<file path="config.mk">
export PLATFORM = sky130hd
export DESIGN_NAME = execute_cycle
export DESIGN_NICKNAME = d
export VERILOG_FILES = /design/src/rtl/execute_cycle_pkg.sv /design/src/rtl/execute_cycle_alu_32.sv /design/src/rtl/execute_cycle.sv
export SDC_FILE = /design/constraint.sdc
export NUM_CORES = 1
export LEC_CHECK = 0
export ABC_AREA = 1
export BUFFER_PORTS_ARGS = -buffer_cell sky130_fd_sc_hd__buf_2
export CAP_MARGIN = 20
export CELL_PAD_IN_SITES_DETAIL_PLACEMENT = 1
export CELL_PAD_IN_SITES_GLOBAL_PLACEMENT = 2
export CORE_AREA = 10 10 253 255
export CTS_CLUSTER_SIZE = 40
export DETAILED_ROUTE_END_ITERATION = 10
export DIE_AREA = 0 0 263 265
export GPL_ROUTABILITY_DRIVEN = 0
export PLACE_DENSITY = 0.86
export SYNTH_ARGS = -nofsm -noshare
export SYNTH_HDL_FRONTEND = slang
export SYNTH_HIERARCHICAL = 1
export SYNTH_SLANG_ARGS = --single-unit
</file>
<file path="constraint.sdc">
create_clock -name i_clk -period 8.6 [get_ports i_clk]
set_clock_uncertainty 0.1 [all_clocks]
set_input_delay 0.86 -clock i_clk [delete_from_list [all_inputs] [get_ports i_clk]]
set_output_delay 0.86 -clock i_clk [all_outputs]
set_load 0.03 [all_outputs]
</file>
<file path="src/rtl/execute_cycle_pkg.sv">
// Shared types for the execute stage: ALU opcodes, forwarding selects,
// the bubble instruction and the execute->memory pipeline register layout.
package execute_cycle_pkg;

   localparam logic [31:0] NOP_INST_DEF = 32'h0000_0013;

   typedef enum logic [3:0] {
      ALU_ADD  = 4'd0,
      ALU_SUB  = 4'd1,
      ALU_SLL  = 4'd2,
      ALU_SLT  = 4'd3,
      ALU_SLTU = 4'd4,
      ALU_XOR  = 4'd5,
      ALU_SRL  = 4'd6,
      ALU_SRA  = 4'd7,
      ALU_OR   = 4'd8,
      ALU_AND  = 4'd9,
      ALU_PASS = 4'd10
   } alu_op_e;

   typedef enum logic [1:0] {
      FWD_RF  = 2'd0,
      FWD_MEM = 2'd1,
      FWD_WB  = 2'd2,
      FWD_NONE = 2'd3
   } fwd_sel_e;

   typedef struct packed {
      logic [31:0] inst;
      logic [31:0] pc;
      logic [31:0] rs2_data;
      logic [31:0] alu_data;
      logic        br_equal;
      logic        br_less;
      logic        lsu_wren;
      logic [2:0]  slt_sl;
      logic [1:0]  wb_sel;
      logic        rd_wren;
   } ex_mem_t;

endpackage

</file>
<file path="src/rtl/execute_cycle_alu_32.sv">
// Combinational 32-bit ALU; unassigned opcodes produce zero.
module alu_32
   import execute_cycle_pkg::*;
(
   input  logic [31:0] a_i,
   input  logic [31:0] b_i,
   input  alu_op_e     op_i,
   output logic [31:0] result_o
);

   always_comb begin
      result_o = '0;
      case (op_i)
         ALU_ADD:  result_o = a_i + b_i;
         ALU_SUB:  result_o = a_i - b_i;
         ALU_SLL:  result_o = a_i << b_i[4:0];
         ALU_SLT:  result_o = {31'd0, $signed(a_i) < $signed(b_i)};
         ALU_SLTU: result_o = {31'd0, a_i < b_i};
         ALU_XOR:  result_o = a_i ^ b_i;
         ALU_SRL:  result_o = a_i >> b_i[4:0];
         ALU_SRA:  result_o = $signed(a_i) >>> b_i[4:0];
         ALU_OR:   result_o = a_i | b_i;
         ALU_AND:  result_o = a_i & b_i;
         ALU_PASS: result_o = b_i;
         default:  result_o = '0;
      endcase
   end

endmodule

</file>
<file path="src/rtl/execute_cycle.sv">
// Execute stage: operand forwarding, ALU, branch compare and the
// execute->memory pipeline register with stall/flush control.
module execute_cycle
   import execute_cycle_pkg::*;
#(
   parameter logic [31:0] NOP_INST = NOP_INST_DEF
) (
   input  logic        i_clk,
   input  logic        i_reset,
   input  logic [31:0] i_ex_inst,
   input  logic [31:0] i_ex_pc,
   input  logic [31:0] i_ex_rs1_data,
   input  logic [31:0] i_ex_rs2_data,
   input  logic [31:0] i_ex_imm,
   input  logic [3:0]  i_ex_alu_op,
   input  logic        i_ex_a_sel,
   input  logic        i_ex_b_sel,
   input  logic        i_ex_br_unsigned,
   input  logic        i_ex_lsu_wren,
   input  logic [2:0]  i_ex_slt_sl,
   input  logic [1:0]  i_ex_wb_sel,
   input  logic        i_ex_rd_wren,
   input  logic [1:0]  i_fwd_a_sel,
   input  logic [1:0]  i_fwd_b_sel,
   input  logic [31:0] i_fwd_mem_data,
   input  logic [31:0] i_fwd_wb_data,
   input  logic        i_stall,
   input  logic        i_flush,
   output logic [31:0] o_ex_inst_mem,
   output logic [31:0] o_ex_pc_mem,
   output logic [31:0] o_ex_rs2_data_mem,
   output logic [31:0] o_ex_alu_data_mem,
   output logic        o_ex_br_equal_mem,
   output logic        o_ex_br_less_mem,
   output logic        o_ex_lsu_wren_mem,
   output logic [2:0]  o_ex_slt_sl_mem,
   output logic [1:0]  o_ex_wb_sel_mem,
   output logic        o_ex_rd_wren_mem,
   output logic [4:0]  o_ex_rd_addr_fwd
);

   ex_mem_t     mem_q, mem_d;
   logic [31:0] rs1_fwd, rs2_fwd, op_a, op_b, alu_res;

   function automatic logic [31:0] fwd_mux(input logic [1:0] sel, input logic [31:0] rf,
                                           input logic [31:0] mem, input logic [31:0] wb);
      case (fwd_sel_e'(sel))
         FWD_RF:  return rf;
         FWD_MEM: return mem;
         FWD_WB:  return wb;
         default: return '0;
      endcase
   endfunction

   always_comb begin
      rs1_fwd = fwd_mux(i_fwd_a_sel, i_ex_rs1_data, i_fwd_mem_data, i_fwd_wb_data);
      rs2_fwd = fwd_mux(i_fwd_b_sel, i_ex_rs2_data, i_fwd_mem_data, i_fwd_wb_data);
      op_a    = i_ex_a_sel ? i_ex_pc  : rs1_fwd;
      op_b    = i_ex_b_sel ? i_ex_imm : rs2_fwd;
   end

   alu_32 u_alu (
      .a_i      (op_a),
      .b_i      (op_b),
      .op_i     (alu_op_e'(i_ex_alu_op)),
      .result_o (alu_res)
   );

   // Flush outranks stall so a squashed instruction never lingers in a held stage.
   always_comb begin
      mem_d = mem_q;
      if (i_flush) begin
         mem_d      = '0;
         mem_d.inst = NOP_INST;
      end else if (!i_stall) begin
         mem_d.inst     = i_ex_inst;
         mem_d.pc       = i_ex_pc;
         mem_d.rs2_data = rs2_fwd;
         mem_d.alu_data = alu_res;
         mem_d.br_equal = (rs1_fwd == rs2_fwd);
         mem_d.br_less  = i_ex_br_unsigned ? (rs1_fwd < rs2_fwd)
                                           : ($signed(rs1_fwd) < $signed(rs2_fwd));
         mem_d.lsu_wren = i_ex_lsu_wren;
         mem_d.slt_sl   = i_ex_slt_sl;
         mem_d.wb_sel   = i_ex_wb_sel;
         mem_d.rd_wren  = i_ex_rd_wren;
      end
   end

   always_ff @(posedge i_clk or posedge i_reset) begin
      if (i_reset) begin
         mem_q      <= '0;
         mem_q.inst <= NOP_INST;
      end else begin
         mem_q <= mem_d;
      end
   end

   assign o_ex_inst_mem     = mem_q.inst;
   assign o_ex_pc_mem       = mem_q.pc;
   assign o_ex_rs2_data_mem = mem_q.rs2_data;
   assign o_ex_alu_data_mem = mem_q.alu_data;
   assign o_ex_br_equal_mem = mem_q.br_equal;
   assign o_ex_br_less_mem  = mem_q.br_less;
   assign o_ex_lsu_wren_mem = mem_q.lsu_wren;
   assign o_ex_slt_sl_mem   = mem_q.slt_sl;
   assign o_ex_wb_sel_mem   = mem_q.wb_sel;
   assign o_ex_rd_wren_mem  = mem_q.rd_wren;
   assign o_ex_rd_addr_fwd  = i_ex_inst[11:7];

endmodule
</file>
# Yosys cells after proc, flatten, opt, wreduce, memory -nomap -nowiden
# Index checks and enable logic that the tools add are counted.
[word_totals] regBits=137 in_bits=246 output_inout_bits=142
[classes] addsub=2 n_lt_le_gt_ge=4 eq_ne=16 shift=3 n_mux=8 bitwise_logic=3 n_reduce_logical=3
[op_table] op="case mux 32 bit (11 select lines)" n=1
[op_table] op="2-to-1 mux 137 bit" n=2
[op_table] op="case mux 32 bit (3 select lines)" n=2
[op_table] op="< comparator 32 bit" n=4
[op_table] op="2-to-1 mux 32 bit" n=2
[op_table] op="adder 32 bit" n=1
[op_table] op="bitwise AND 32 bit" n=1
[op_table] op="== test 32 bit" n=1
[op_table] op="OR 32 bit" n=1
[op_table] op="left shift 32 x 5 -> 32 bit" n=1
[op_table] op=">> shifter 32 x 5 -> 32 bit" n=1
[op_table] op=">>> shifter 32 x 5 -> 32 bit" n=1
[op_table] op="subtractor 32 bit" n=1
[op_table] op="XOR 32 bit" n=1
[op_table] op="== test 4 x 3 -> 1 bit, second input constant" n=4
[op_table] op="== test 4 bit, second input constant" n=3
[op_table] op="== test 4 x 2 -> 1 bit, second input constant" n=2
[op_table] op="== test 2 x 1 -> 1 bit, second input constant" n=2
[op_table] op="== test 2 bit, second input constant" n=2
[op_table] op="== test 4 x 1 -> 1 bit, second input constant" n=1
[op_table] op="zero test 2 bit" n=2
[op_table] op="zero test 4 bit" n=1
[op_table] op="!= test 2 x 1 -> 1 bit, second input constant" n=1
[op_table] op="2-to-1 mux 1 bit" n=1

# Depth between registers and ports, before layout
[logic_depth] ltp_word=7 ltp_mapped=26

# Cells and area by module
# The synthesis kept the hierarchy.
[by_module_without_submodules] mod="alu_32" n_inst=1 cells_per_inst=2164 area_each_um2=10402.5 seq_area_each_um2=0.0
[by_module_without_submodules] mod="execute_cycle" n_inst=1 cells_per_inst=944 area_each_um2=7681.1 seq_area_each_um2=3432.0

# Worst setup path before layout
# OpenSTA, ideal clock, no wires.
[synth_path] path_type="input to register" start="input i_fwd_b_sel[0]" end="register mem_q, in the netlist o_ex_alu_data_mem[0]" setup_time_ns=0.121 arrival_time_ns=3.860 slack_ns=4.519 cell_stages=25 path_buffers=4 cell_sequence="inv_2 -> nor2_2 -> buf_2 -> nand2_1 -> nand2_1 -> a21oi_1 -> o21ai_0 -> inv_2 -> buf_2 -> buf_1 -> ha_1 -> buf_2 -> inv_1 -> nand2_1 -> nand3_1 -> nand2_1 -> nand2_1 -> nand2_1 -> nand2_1 -> nand2_1 -> nand2_1 -> nor2_1 -> nor2_1 -> nand2_1 -> a22o_1"
[synth_via] elab_chain_cells=7 elab_cells_between_ends=18
[synth_lines] item="from (decl)" line="execute_cycle.sv:24" text="input logic [1:0] i_fwd_b_sel,"
[synth_lines] item="== test 2 bit (tied with other cells)" line="execute_cycle.sv:47" text="case (fwd_sel_e'(sel))"
[synth_lines] item="case mux 32 bit (3 select lines) *" line="execute_cycle.sv:47"
[synth_lines] item="2-to-1 mux 32 bit *" line="execute_cycle.sv:59" text="op_b = i_ex_b_sel ? i_ex_imm : rs2_fwd;"
[synth_lines] item="via op_b[3]" line="execute_cycle.sv:43" text="logic [31:0] rs1_fwd, rs2_fwd, op_a, op_b, alu_res;"
[synth_lines] item="< comparator 32 bit (tied with other cells)" line="execute_cycle_alu_32.sv:18" text="ALU_SLTU: result_o = {31'd0, a_i < b_i};"
[synth_lines] item="case mux 32 bit (11 select lines) *" line="execute_cycle_alu_32.sv:13" text="case (op_i)"
[synth_lines] item="via alu_res[0]" line="execute_cycle.sv:43"
[synth_lines] item="2-to-1 mux 137 bit *" line="execute_cycle.sv:75" text="end else if (!i_stall) begin"
[synth_lines] item="2-to-1 mux 137 bit *" line="execute_cycle.sv:72" text="if (i_flush) begin"
[synth_lines] item="to (signal assigned)" line="execute_cycle.sv:95" text="mem_q <= mem_d;"
[synth_lines] item="to (decl)" line="execute_cycle.sv:42" text="ex_mem_t mem_q, mem_d;"
# Mark *: on every way through the listed nets, which the timed path passes. The rest lies on a longest branch. The select of a mux whose other input is x is not followed.
# A chain may end at the register's enable or synchronous reset.

# Worst setup path in the final report
[layout_path] start="input i_fwd_b_sel[0]" end="register mem_q, in the netlist o_ex_alu_data_mem[21]"
[layout_via] elab_chain_cells=7 elab_cells_between_ends=16
[layout_lines] item="== test 2 bit (tied with other cells)" line="execute_cycle.sv:47"
[layout_lines] item="case mux 32 bit (3 select lines) *" line="execute_cycle.sv:47"
[layout_lines] item="2-to-1 mux 32 bit *" line="execute_cycle.sv:59"
[layout_lines] item="via op_b[1]" line="execute_cycle.sv:43"
[layout_lines] item="subtractor 32 bit (tied with other cells)" line="execute_cycle_alu_32.sv:15" text="ALU_SUB: result_o = a_i - b_i;"
[layout_lines] item="case mux 32 bit (11 select lines) *" line="execute_cycle_alu_32.sv:13"
[layout_lines] item="via alu_res[21]" line="execute_cycle.sv:43"
[layout_lines] item="2-to-1 mux 137 bit *" line="execute_cycle.sv:75"
[layout_lines] item="2-to-1 mux 137 bit *" line="execute_cycle.sv:72"
# Marks and branches as above.

==> impl_summary.log <==
INFO  metric timing.fmax = 0.199 GHz
INFO  metric power.density_cell_area = 145 nW/um2
INFO  metric timing.slew.headroom = 16.5%
INFO  metric syn_nets = 3488
INFO  metric p_sw = 0.00158 W
INFO  metric synth-main-ff-cell = dfrtp_1
INFO  metric ctsLongestPathBuffers = 2
INFO  metric slew_violations = 0
INFO  metric max_slew.worst_pin.slew = 1240 ps
INFO  metric tritoncts = done
INFO  metric synth_edf_count = 0
INFO  metric vdd.ir_drop.worst = 0.136 mV
INFO  metric setup_tns = 0 ps
INFO  metric internal_power = 0.00151 W
INFO  metric fin_crit_sh = 58.6%
INFO  metric area.growth.synth_to_final = 17.6%
INFO  metric cp-end-kind = flop
INFO  metric total_routing_usage_gr = 28.2%
INFO  metric clk-insertion-delay-late = 480 ps
INFO  metric timing.critical_path.mode_cell = nand2_1
INFO  metric grt_first_pass_wirelength = 150 mm
INFO  metric antenna_violations_before_repair = 17
INFO  metric run_status = complete, no violations
INFO  metric cts-buffers-inserted = 17
INFO  metric leading_cell_type_in_the_layout_fill_and_taps_excluded = nand2_1
INFO  metric htree_levels = 4
INFO  metric num_io_pins = 388
INFO  metric power.share.combinational = 51.0%
INFO  metric grt_pass1_vias = 23095
INFO  metric place.detailed.hpwl = 84.4 mm
INFO  metric detail_route.vias_per_cell = 5.47
INFO  metric stdcell_area = 21300 um2
INFO  metric crit_type = input port to flop
INFO  metric portBuffers = 387
INFO  metric post_synth_inst_count = 3108
INFO  metric hold-worst-slack = 359 ps
INFO  metric max_cap_violations = 0
INFO  metric drc = 0
INFO  metric synth_cell_types = 50
INFO  metric finalHoldViolations = 0
INFO  metric syn_area_per_cell = 5.82 um2
INFO  metric post_cts.repair.setup_buffers = 0
INFO  metric crit_family = buffers and inverters
INFO  metric antenna_left = 0
INFO  metric cts_root_buffer = clkbuf_16
INFO  metric post_cts_resize_count = 0
INFO  metric layout.nets = 3791
INFO  metric final_layout_size_suffix_gt1_share = 16.4%
INFO  metric leakagePower = 11.8 nW
INFO  metric start_kind = input port
INFO  metric hold_path.class = input port to asynchronous set/reset pin
INFO  metric die_area = 69700 um2
INFO  metric worst-endpoint-required = 8870 ps
INFO  metric syn_area = 18100 um2
INFO  metric routed_wire_length_per_instance = 24.4 um
INFO  metric critical-path-slowest-cell = buf_4
INFO  metric power.share.switching = 51.1%
INFO  metric instances_no_fill = 4204
INFO  metric share_of_synthesized_area_occupied_by_flip_flops_and_latches = 19.0%
INFO  metric starting_density = 30.8%
INFO  metric most_frequent_cells_in_the_layout = 1038 x nand2_1, 476 x nand3_1, 387 x buf_2
INFO  metric pwr-share-seq = 22.9%
INFO  metric cts.sinks = 137
INFO  metric place_area = 20600 um2
INFO  metric core = 58800 um2
INFO  metric die_w = 263 um
INFO  metric die-height = 265 um
INFO  metric row_count = 89
INFO  metric path_clk_slew = 80 ps
INFO  metric worstPathBufferInverterCount = 6
INFO  metric detailroute.via_count = 23010
INFO  metric synth_seq_cells = 137
INFO  metric pwr-share-clk = 26.1%
INFO  metric yosysWarnings = 6
INFO  metric drt_first_pass_iters = 6
INFO  metric dp_cells = 4164
INFO  metric period_needed = 5040 ps
INFO  metric critical_path.cell_chain = buf_2 > inv_2 > nand2_2 > inv_2 > nand2_1 > nand2_1 > a21oi_1 > o21ai_4 > buf_4 > inv_2 > buf_4 > ha_1 > nand2_1 > nand2_1 > nand2_1 > nand3_1 > nand3_1 > nand2_1 > nand2_1 > nand3_1 > nand3_1 > nand3_1 > a22o_1
INFO  metric grt_remaining_overflow = 0
INFO  metric wire_length_after_detailed_routing = 103 mm
INFO  metric setup_viol_count_final = 0
INFO  metric ys_async_sr_fraction = 100%
INFO  metric endpoint_arrival_time_on_the_critical_path = 5300 ps
INFO  metric crit_fanout = 64
INFO  metric crit_path_max_incr_delay = 620 ps
INFO  metric grt_setup_unrepaired = false
INFO  metric postCtsHoldBufs = 0
INFO  metric drt_iter0_drc = 2017
INFO  metric pin_count_of_the_biggest_net_entering_global_routing = 71
==> state kept, by name (all words and copies together), names as in the netlist <==
signal             count
o_ex_br_equal_mem      1
o_ex_br_less_mem       1
o_ex_wb_sel_mem        2
o_ex_rd_wren_mem       1
o_ex_slt_sl_mem        3
o_ex_pc_mem           32
o_ex_alu_data_mem     32
o_ex_inst_mem         32
o_ex_lsu_wren_mem      1
o_ex_rs2_data_mem     32
==> final timing paths <==
| path | start | end | slack, ps | depth (start not counted) |
|---|---|---|---|---|
| max in group asynchronous | i_reset | o_ex_alu_data_mem[11]$_DFFE_PP0P_ | 6520 | 3 |
| min reg2reg | o_ex_pc_mem[1]$_DFFE_PP0P_ | o_ex_pc_mem[1]$_DFFE_PP0P_ | 390 | 2 |
| max reg2reg | o_ex_alu_data_mem[19]$_DFFE_PP0P_ | o_ex_alu_data_mem[19]$_DFFE_PP0P_ | 7700 | 1 |
| min | i_reset | o_ex_inst_mem[3]$_DFFE_PP0P_ | 360 | 2 |
| max | i_fwd_b_sel[0] | o_ex_alu_data_mem[21]$_DFFE_PP0P_ | 3560 | 23 |
| min in group i_clk | o_ex_pc_mem[1]$_DFFE_PP0P_ | o_ex_pc_mem[1]$_DFFE_PP0P_ | 390 | 2 |
==> synthesized netlist by cell type (all sizes together) (8+ instances only) <==
| library cell | n | share of area (%) |
|---|---|---|
| nand2 | 1044 | 22 |
| nand3 | 476 | 13 |
| inv | 394 | 8.2 |
| nor2 | 211 | 4.9 |
| o21ai | 204 | 5.6 |
| dfrtp | 134 | 19 |
| ha | 132 | 9.1 |
| buf | 123 | 3.9 |
| a21oi | 100 | 3.1 |
| a22o | 70 | 3.4 |
| clkbuf | 38 | 0.80 |
| o22ai | 36 | 1.2 |
| nand4 | 30 | 1.0 |
| nor3 | 27 | 0.77 |
| o211ai | 27 | 1.4 |
| o21bai | 10 | 0.42 |
| and2 | 8 | 0.28 |
==> metrics by stage <==
stage / setup WS, ps / util, % / total power [W]
2_1_floorplan: 3980 / - / 0.00169
3_3_place_gp: 3290 / 35.1 / 0.00224
3_5_place_dp: 3240 / 35.1 / 0.00226
4_1_cts: 3730 / 36.1 / 0.00308
5_1_grt: 3350 / 36.1 / 0.00327
6_report: 3560 / 36.2 / 0.00309
==> power groups by stage <==
stage | combinational (W) | sequential [W] | clock, W
after floorplan | 0.000902 | 0.000792 | 0
after global placement | 0.00152 | 0.000720 | 0
after detailed placement | 0.00154 | 0.000720 | 0
after CTS | 0.00155 | 0.000709 | 0.000821
after global routing | 0.00171 | 0.000714 | 0.000847
final | 0.00157 | 0.000709 | 0.000806
==> area by class of cell <==
type | instances | area (um2)
clock inverter | 15 | 184
antenna | 7 | 17.5
sequential | 137 | 3430
timing repair buffer | 445 | 2370
tap | 773 | 967
inverter | 395 | 1490
multi-input combinational | 2415 | 12400
clock buffer | 17 | 425
fill | 8125 | 37500
==> cell families (layout without fill, tap and decap cells) <==
logic type      count (synthesis)  after routing  share of synthesized area, %
compound gates                469            469                          16.2
xor+xnor                        1              1                        0.0484
fa+ha+maj                     134            134                          9.35
buf+inv                       556            872                          12.9
flops                         137            137                          19.0
other cells                     0              7                             0
simple gates                 1811           1811                          42.5
==> layer usage <==
layer / vias up / routed length (um) / GRT usage (%)
li1: 10731 / - / -
met1: 11207 / 43200 / 35.5
met2: 937 / 48400 / 47.3
met3: 117 / 8450 / 6.52
met4: 18 / 2520 / 8.14
met5: - / 111 / 0
(Power assumes the default switching activity.)
